--- config.mk ---
export PLATFORM = sky130hd
export DESIGN_NAME = mac_16_sequencer_flat
export DESIGN_NICKNAME = d
export VERILOG_FILES = /design/src/rtl/mac_16_pkg.sv /design/src/rtl/mac_16_sequencer_if.sv /design/src/rtl/mac_16_sample_bank.sv /design/src/rtl/mac_16_sequencer.sv /design/src/flat_wrapper.sv
export SDC_FILE = /design/constraint.sdc
export NUM_CORES = 1
export LEC_CHECK = 0
export ABC_AREA = 1
export BUFFER_PORTS_ARGS = -buffer_cell sky130_fd_sc_hd__buf_2
export CELL_PAD_IN_SITES_DETAIL_PLACEMENT = 2
export CELL_PAD_IN_SITES_GLOBAL_PLACEMENT = 2
export CORE_MARGIN = 5
export CORE_UTILIZATION = 30
export DETAILED_ROUTE_END_ITERATION = 8
export MAX_ROUTING_LAYER = met4
export PLACE_DENSITY_LB_ADDON = 0.1
export SYNTH_ARGS = -nofsm -noshare
export SYNTH_HDL_FRONTEND = slang
export SYNTH_SLANG_ARGS = --single-unit
export TNS_END_PERCENT = 100
--- constraint.sdc ---
create_clock -name clk -period 54.6 [get_ports clk]
set_clock_uncertainty 0.2 [all_clocks]
set_input_delay 10.92 -clock clk [delete_from_list [all_inputs] [get_ports clk]]
set_output_delay 10.92 -clock clk [all_outputs]
set_load 0.01 [all_outputs]
--- src/rtl/mac_16_pkg.sv ---
// rtl/mac_16_pkg.sv - shared parameters and state encoding for the 16-tap MAC sequencer
package mac_16_pkg;

  localparam int DATA_W   = 32;
  localparam int N_TAPS   = 16;
  localparam int PIPE_LAT = 5;
  localparam int CNT_W    = 4;

  typedef enum logic [1:0] {
    ST_LOAD = 2'd0,
    ST_FIRE = 2'd1,
    ST_WAIT = 2'd2,
    ST_OUT  = 2'd3
  } state_t;

endpackage

--- src/rtl/mac_16_sequencer_if.sv ---
// rtl/mac_16_sequencer_if.sv - sample stream in and result handshake out of the MAC sequencer
interface mac_16_sequencer_if #(
  parameter int DATA_W = mac_16_pkg::DATA_W
);

  logic [DATA_W-1:0] s_data;
  logic              s_valid;
  logic              s_ready;
  logic [DATA_W-1:0] m_result;
  logic              m_valid;
  logic              m_ready;

  // Producer of samples and consumer of results
  modport master (
    output s_data, s_valid, m_ready,
    input  s_ready, m_result, m_valid
  );

  // The sequencer itself
  modport slave (
    input  s_data, s_valid, m_ready,
    output s_ready, m_result, m_valid
  );

endinterface

--- src/rtl/mac_16_sample_bank.sv ---
// rtl/mac_16_sample_bank.sv - 16-entry operand register bank written one sample at a time
module mac_16_sample_bank
  import mac_16_pkg::CNT_W;
#(
  parameter int DATA_W = mac_16_pkg::DATA_W,
  parameter int N_TAPS = mac_16_pkg::N_TAPS
) (
  input  logic                           clk,
  input  logic                           reset,
  input  logic                           we,
  input  logic [CNT_W-1:0]               widx,
  input  logic [DATA_W-1:0]              wdata,
  output logic [N_TAPS-1:0][DATA_W-1:0]  taps
);

  // Write the indexed entry; reset wipes any partial frame
  always_ff @(posedge clk or posedge reset) begin
    if (reset) begin
      taps <= '0;
    end else if (we) begin
      taps[widx] <= wdata;
    end
  end

endmodule

--- src/rtl/mac_16_sequencer.sv ---
// rtl/mac_16_sequencer.sv - serial-to-parallel loader that fires a 16-tap MAC and captures its sum
module mac_16_sequencer #(
  parameter int DATA_W   = mac_16_pkg::DATA_W,
  parameter int N_TAPS   = mac_16_pkg::N_TAPS,
  parameter int PIPE_LAT = mac_16_pkg::PIPE_LAT
) (
  input  logic              clk,
  input  logic              reset,
  mac_16_sequencer_if.slave bus,
  output logic [DATA_W-1:0] a_0,
  output logic [DATA_W-1:0] a_1,
  output logic [DATA_W-1:0] a_2,
  output logic [DATA_W-1:0] a_3,
  output logic [DATA_W-1:0] a_4,
  output logic [DATA_W-1:0] a_5,
  output logic [DATA_W-1:0] a_6,
  output logic [DATA_W-1:0] a_7,
  output logic [DATA_W-1:0] a_8,
  output logic [DATA_W-1:0] a_9,
  output logic [DATA_W-1:0] a_10,
  output logic [DATA_W-1:0] a_11,
  output logic [DATA_W-1:0] a_12,
  output logic [DATA_W-1:0] a_13,
  output logic [DATA_W-1:0] a_14,
  output logic [DATA_W-1:0] a_15,
  output logic              mac_start,
  input  logic [DATA_W-1:0] mac_result,
  output logic              busy
);

  import mac_16_pkg::*;

  localparam int                LAT_W    = (PIPE_LAT > 1) ? $clog2(PIPE_LAT) : 1;
  localparam logic [LAT_W-1:0]  LAT_LAST = LAT_W'(PIPE_LAT - 1);
  localparam logic [CNT_W-1:0]  CNT_LAST = CNT_W'(N_TAPS - 1);

  state_t                       state, state_d;
  logic [CNT_W-1:0]             cnt, cnt_d;
  logic [LAT_W-1:0]             lat, lat_d;
  logic                         load;
  logic                         capture;
  logic [DATA_W-1:0]            result_q;
  logic [N_TAPS-1:0][DATA_W-1:0] taps;

  mac_16_sample_bank #(
    .DATA_W (DATA_W),
    .N_TAPS (N_TAPS)
  ) u_bank (
    .clk   (clk),
    .reset (reset),
    .we    (load),
    .widx  (cnt),
    .wdata (bus.s_data),
    .taps  (taps)
  );

  // State, sample index and latency counter registers
  always_ff @(posedge clk or posedge reset) begin
    if (reset) begin
      state <= ST_LOAD;
      cnt   <= '0;
      lat   <= '0;
    end else begin
      state <= state_d;
      cnt   <= cnt_d;
      lat   <= lat_d;
    end
  end

  // Next-state: load 16 samples, pulse the MAC, wait out its pipeline, hold the result
  always_comb begin
    state_d = state;
    cnt_d   = cnt;
    lat_d   = lat;
    load    = 1'b0;
    capture = 1'b0;
    case (state)
      ST_LOAD: begin
        if (bus.s_valid) begin
          load  = 1'b1;
          cnt_d = cnt + CNT_W'(1);
          if (cnt == CNT_LAST) begin
            state_d = ST_FIRE;
          end
        end
      end
      ST_FIRE: begin
        lat_d   = '0;
        state_d = ST_WAIT;
      end
      ST_WAIT: begin
        if (lat == LAT_LAST) begin
          capture = 1'b1;
          state_d = ST_OUT;
        end else begin
          lat_d = lat + LAT_W'(1);
        end
      end
      ST_OUT: begin
        if (bus.m_ready) begin
          state_d = ST_LOAD;
        end
      end
      default: begin
        state_d = ST_LOAD;
      end
    endcase
  end

  // Result register: sampled once when the MAC pipeline has drained
  always_ff @(posedge clk or posedge reset) begin
    if (reset) begin
      result_q <= '0;
    end else if (capture) begin
      result_q <= mac_result;
    end
  end

  assign bus.s_ready  = (state == ST_LOAD);
  assign bus.m_valid  = (state == ST_OUT);
  assign bus.m_result = result_q;
  assign mac_start    = (state == ST_FIRE);
  assign busy         = (state != ST_LOAD);

  assign a_0  = taps[0];
  assign a_1  = taps[1];
  assign a_2  = taps[2];
  assign a_3  = taps[3];
  assign a_4  = taps[4];
  assign a_5  = taps[5];
  assign a_6  = taps[6];
  assign a_7  = taps[7];
  assign a_8  = taps[8];
  assign a_9  = taps[9];
  assign a_10 = taps[10];
  assign a_11 = taps[11];
  assign a_12 = taps[12];
  assign a_13 = taps[13];
  assign a_14 = taps[14];
  assign a_15 = taps[15];

endmodule

--- src/flat_wrapper.sv ---
// flat-port wrapper written by rule: the top's interface ports become plain ports
module mac_16_sequencer_flat import mac_16_pkg::*;
#(
  parameter int DATA_W   = mac_16_pkg::DATA_W,
  parameter int N_TAPS   = mac_16_pkg::N_TAPS,
  parameter int PIPE_LAT = mac_16_pkg::PIPE_LAT
)
  (clk, reset, a_0, a_1, a_2, a_3, a_4, a_5, a_6, a_7, a_8, a_9, a_10, a_11, a_12, a_13, a_14, a_15, mac_start, mac_result, busy, bus_s_data, bus_s_valid, bus_m_ready, bus_s_ready, bus_m_result, bus_m_valid);
  mac_16_sequencer_if #(.DATA_W(DATA_W)) bus_i ();
  input  logic clk;
  input  logic reset;
  output logic [DATA_W-1:0] a_0;
  output logic [DATA_W-1:0] a_1;
  output logic [DATA_W-1:0] a_2;
  output logic [DATA_W-1:0] a_3;
  output logic [DATA_W-1:0] a_4;
  output logic [DATA_W-1:0] a_5;
  output logic [DATA_W-1:0] a_6;
  output logic [DATA_W-1:0] a_7;
  output logic [DATA_W-1:0] a_8;
  output logic [DATA_W-1:0] a_9;
  output logic [DATA_W-1:0] a_10;
  output logic [DATA_W-1:0] a_11;
  output logic [DATA_W-1:0] a_12;
  output logic [DATA_W-1:0] a_13;
  output logic [DATA_W-1:0] a_14;
  output logic [DATA_W-1:0] a_15;
  output logic mac_start;
  input  logic [DATA_W-1:0] mac_result;
  output logic busy;
  input wire logic [$bits(bus_i.s_data)-1:0] bus_s_data;
  input wire logic [$bits(bus_i.s_valid)-1:0] bus_s_valid;
  input wire logic [$bits(bus_i.m_ready)-1:0] bus_m_ready;
  output wire logic [$bits(bus_i.s_ready)-1:0] bus_s_ready;
  output wire logic [$bits(bus_i.m_result)-1:0] bus_m_result;
  output wire logic [$bits(bus_i.m_valid)-1:0] bus_m_valid;
  assign bus_i.s_data = bus_s_data;
  assign bus_i.s_valid = bus_s_valid;
  assign bus_i.m_ready = bus_m_ready;
  assign bus_s_ready = bus_i.s_ready;
  assign bus_m_result = bus_i.m_result;
  assign bus_m_valid = bus_i.m_valid;
  mac_16_sequencer #(.DATA_W(DATA_W), .N_TAPS(N_TAPS), .PIPE_LAT(PIPE_LAT)) u_core (.clk(clk), .reset(reset), .bus(bus_i), .a_0(a_0), .a_1(a_1), .a_2(a_2), .a_3(a_3), .a_4(a_4), .a_5(a_5), .a_6(a_6), .a_7(a_7), .a_8(a_8), .a_9(a_9), .a_10(a_10), .a_11(a_11), .a_12(a_12), .a_13(a_13), .a_14(a_14), .a_15(a_15), .mac_start(mac_start), .mac_result(mac_result), .busy(busy));
endmodule
# [After elaboration in Yosys (flattened, before gate mapping)]
# Cells that the tools add are included.
[word_totals] regBits=553 elab_cells=55
[classes] n_addsub=2 n_lt_le_gt_ge=2 n_eq_ne=10 muxes=14 n_reduce_logical=7
[ops] cell="$bwmux 512" n=1
[ops] cell="$demux 32 s4" n=1
[ops] cell="$mux 32" n=1
[ops] cell="$mux 2" n=4
[ops] cell="$pmux 2 s4" n=1
[ops] cell="$ne 2x2->1 const B" n=3
[ops] cell="$pmux 3 s2" n=1
[ops] cell="$lt 4x5->1 const B" n=1
[ops] cell="$add 4x1->4 const B" n=1
[ops] cell="$eq 2x2->1 const B" n=2
[ops] cell="$eq 4x4->1 const B" n=1
[ops] cell="$ge 4x1->1 const B" n=1
[ops] cell="$mux 1" n=4
[ops] cell="$ne 2x1->1 const B" n=2
[ops] cell="$reduce_and 2->1" n=2
[ops] cell="$reduce_and 4->1" n=1
[ops] cell="$reduce_bool 2->1" n=2
[ops] cell="$add 3x1->3 const B" n=1
[ops] cell="$eq 3x3->1 const B" n=1
[ops] cell="$mux 3" n=1
[ops] cell="$eq 2x1->1 const B" n=1
[ops] cell="$logic_not 2->1" n=1
[ops] cell="$logic_and 1x1->1" n=1

# [Longest topological paths before layout]
[logic_depth] ltp_word=5 ltp_mapped=8 depth_no_buf=8

# [By module]
# Synthesis repeated with hierarchy kept, for this count alone.
[unflattened] hier_cells=2505 hier_area_um2=22242.6
[by_module_without_submodules] mod="mac_16_sample_bank" instances=1 cells_per_inst=2308 area_per_inst_um2=20359.5 seq_area_each_um2=12812.3
[by_module_without_submodules] mod="mac_16_sequencer" instances=1 cells_per_inst=197 area_per_inst_um2=1883.1 seq_area_each_um2=1026.0

# [Worst setup path after synthesis]
# No wires, ideal clock.
[synth_timing] kind="input-to-reg" from="in bus_s_valid" to="reg u_core.u_bank.taps[148] (netlist name)" arrival_ps=11642 required_time_ps=54263 path_slack_ps=42621 stages=6 path_buffers=1 cell_sequence="nand2_4 nor2_8 nand2_4 buf_2 nand2_1 o21ai_0"
[synth_between] elab_chain_len=2
[synth_lines] item="start: declaration" line_no="flat_wrapper.sv:32" text="input wire logic [$bits(bus_i.s_valid)-1:0] bus_s_valid;"
[synth_lines] item="$mux 1" line_no="mac_16_sequencer.sv:79" text="if (bus.s_valid) begin"
[synth_lines] item="$mux 1" line_no="mac_16_sequencer.sv:77" text="case (state)"
[synth_lines] item="end signal: indexed assignment" line_no="mac_16_sample_bank.sv:21" text="taps[widx] <= wdata;"
[synth_lines] item="end: declaration" line_no="mac_16_sample_bank.sv:13" text="output logic [N_TAPS-1:0][DATA_W-1:0] taps"
# Every way passes these cells.
# A chain may end at the register's enable or synchronous reset.

==> impl_metrics.ini <==
[sta]
tightest_slew_ps = 1187
setup_tns_ps = 0
fmax_mhz = 67.05
final_hold_viol_count = 0
fin_crit_sh_pct = 27.32
slew_violations = 0
hold_slack_ps = 278.5
period_needed_ps = 14910
rsz0062_at_grt = false
maxSlewHeadroom_pct = 20.84
setup_violations = 0

[clock_tree]
cts_root_buf = clkbuf_16
cts.clk_slew.worst_paths_ps = 60
clockBufferDepth = 3
clock_latency_ps = 590
postCtsSetupRepairBufs = 0
ctsHoldBuffers = 0
tritoncts = yes
ctsResizeCount = 0
cts_buffers = 66
h-tree-depth = 3
clock_sinks = 553

[detailed_routing]
final_antenna_net_count = 0
drcViolationCount = 0
viasPerCell = 4.828
drtIter0Drc = 804
vias = 16480
drt-total-wl_um = 84260
drt_pass1_iterations = 4
wl_per_cell_um = 24.68

[run]
maxCapViolCount = 0

[floorplan]
dieArea_um2 = 73900
chipWidth_um = 271.8
die_h_um = 271.8
std_cell_rows = 96
start_util_pct = 30.09
ioPinCount = 616
coreArea_um2 = 68350

[logic_synthesis]
yosysWarnings = 0
yosysSeqAreaShare_pct = 67.28
synth_cells = 1929
syn-num-nets = 2008
syn-cell-area_um2 = 20570
syn_area_per_cell_um2 = 10.66
yosys_register_bits = 553
ys_types = 25

[final_layout]
area_delta_synth_final_pct = 27.15
drive_gt1_share_pct = 32.15
seqCellArea_um2 = 13840
multi_input_area_um2 = 5610
fillers = 7470
nets = 2561

[critical_path]
critPathCaptureType = asynchronous set/reset pin
crit_path_start_kind = input pin
max_stage_delay_ps = 950
reg2reg_from = u_core.state[0]$_DFFE_PP0P_
worstPathArrival_ps = 15290
cp_top_family = buffers and inverters
reg2regPathDepth = 5
slowest_stage = buf_4
crit_required_ps = 54970
crit_path_frequent_cell = buf_4
worst-path-max-fanout = 121
crit_type = input pin to asynchronous set/reset pin
reg2reg_slack_ps = 51710
crit_path_cell_trace = buf_2 -> inv_8 -> buf_4 -> buf_4 -> buf_4 -> buf_4
crit_buf_inv = 6
reg2reg_to = u_core.lat[2]$_DFFE_PP0P_

[placed_design]
portBuffers = 615
place.gp.congestion = 0.8191
dp_hpwl_um = 58540

[global_routing]
grt_first_pass_wirelength_um = 123900
grt_pass1_vias = 18250
grt.overflow.total = 0
grt_max_degree = 122
antenna_found_initial = 4
gr-usage-all-layers_pct = 22.97

[worst_hold_path]
hold_class = flip-flop to flip-flop
whs_endpoint = u_core.u_bank.taps[302]$_DFFE_PP0P_
hp-start = u_core.u_bank.taps[302]$_DFFE_PP0P_
holdPathStages = 2

[power]
ir_drop_mv = 0.02663
total_leakage_power_nw = 14.06
power_density_nw_per_um2 = 68.00

[run_status]
status = finished clean
## worst reg2reg max path, stage by stage (launching register included)
cell     delay, ps
dfrtp_1        410
inv_1          120
ha_1           310
nand3_2        920
o21ai_0        630
o21ai_0        160
## power by group
part	internal (mW)	leakage, nW	switching, mW
registers	0.603	7.06	0.113
clock network	0.262	1.07	0.180
logic	0.223	5.93	0.398
total	1.09	14.1	0.691
## cell type report
class / count / area share (%)
Sequential cell: 553 / 52.91
Multi-Input combinational cell: 1158 / 21.45
Timing Repair Buffer: 621 / 11.94
Clock buffer: 95 / 7.425
Tap cell: 882 / 4.220
Inverter: 82 / 1.210
Clock inverter: 20 / 0.8133
Antenna cell: 3 / 0.02870
## per-stage QoR
step	setup slack, ps	utilization, %	area (um2)	cells	power (mW)
6_report	39690	38.27	26150	3414	1.778
5_1_grt	38910	38.27	26150	3414	1.892
4_1_cts	39460	38.26	26150	3411	1.808
3_5_place_dp	38800	35.10	23990	3296	1.353
3_3_place_gp	38880	35.10	23990	3296	1.325
2_1_floorplan	28020	-	20570	1929	1.001
## cells in the mapped netlist (all sizes together)
| cell | instances | share of area [%] |
|---|---|---|
| clkbuf | 54 | 1.1 |
| xor2 | 3 | 0.13 |
| o21ai | 547 | 14 |
| or2 | 2 | 0.061 |
| buf | 82 | 2.9 |
| dfrtp | 553 | 67 |
| nor2 | 9 | 0.63 |
| nand4 | 2 | 0.061 |
| clkinv | 1 | 0.024 |
| a21oi | 1 | 0.024 |
| inv | 81 | 1.5 |
| ha | 11 | 0.67 |
| nand2 | 577 | 11 |
| nand3 | 6 | 0.15 |
## logic make-up after synthesis
family / share of synthesized area, %
compound gates: 14.39
xor+xnor: 0.1278
fa+ha+maj: 0.6691
buf+inv: 5.469
flops: 67.28
simple gates: 12.06
## cells in the final DEF, fill, tap and decap left out, types with 16 or more instances in the layout
cell type and n:
buf_2 615, o21ai_1 114, nand2_4 17, clkbuf_16 67, o21ai_2 58, nand2_1 559
dfrtp_1 553, inv_1 79, clkbuf_8 16, o21ai_0 375
## routing by layer
layer | share of wire (%) | vias up | global-route usage, %
li1 | - | 7376 | -
met2 | 50 | 430 | 38.70
met4 | 4.4 | 0 | 9.347
met1 | 39 | 8531 | 25.96
met3 | 6.3 | 146 | 6.395
met5 | 0 | - | -
## state kept, by name (all words and copies together) (netlist names)
name / count
u_core.bus.m_result: 32
u_core.cnt: 4
u_core.state: 2
u_core.lat: 3
u_core.u_bank.taps: 512
## worst max-delay path by stage
stage,cells past startpoint,start,slack [ps],end
3_5_place_dp,6,reset,38800,u_core.u_bank.taps[260]$_DFFE_PP0P_
5_1_grt,6,reset,38910,u_core.u_bank.taps[494]$_DFFE_PP0P_
4_1_cts,6,reset,39460,u_core.u_bank.taps[496]$_DFFE_PP0P_
2_1_floorplan,1,reset,28020,u_core.bus.m_result[0]$_DFFE_PP0P_
6_report,6,reset,39690,u_core.u_bank.taps[259]$_DFFE_PP0P_
3_3_place_gp,6,reset,38880,u_core.u_bank.taps[260]$_DFFE_PP0P_
Note: power is estimated with default switching activity, not from simulation.
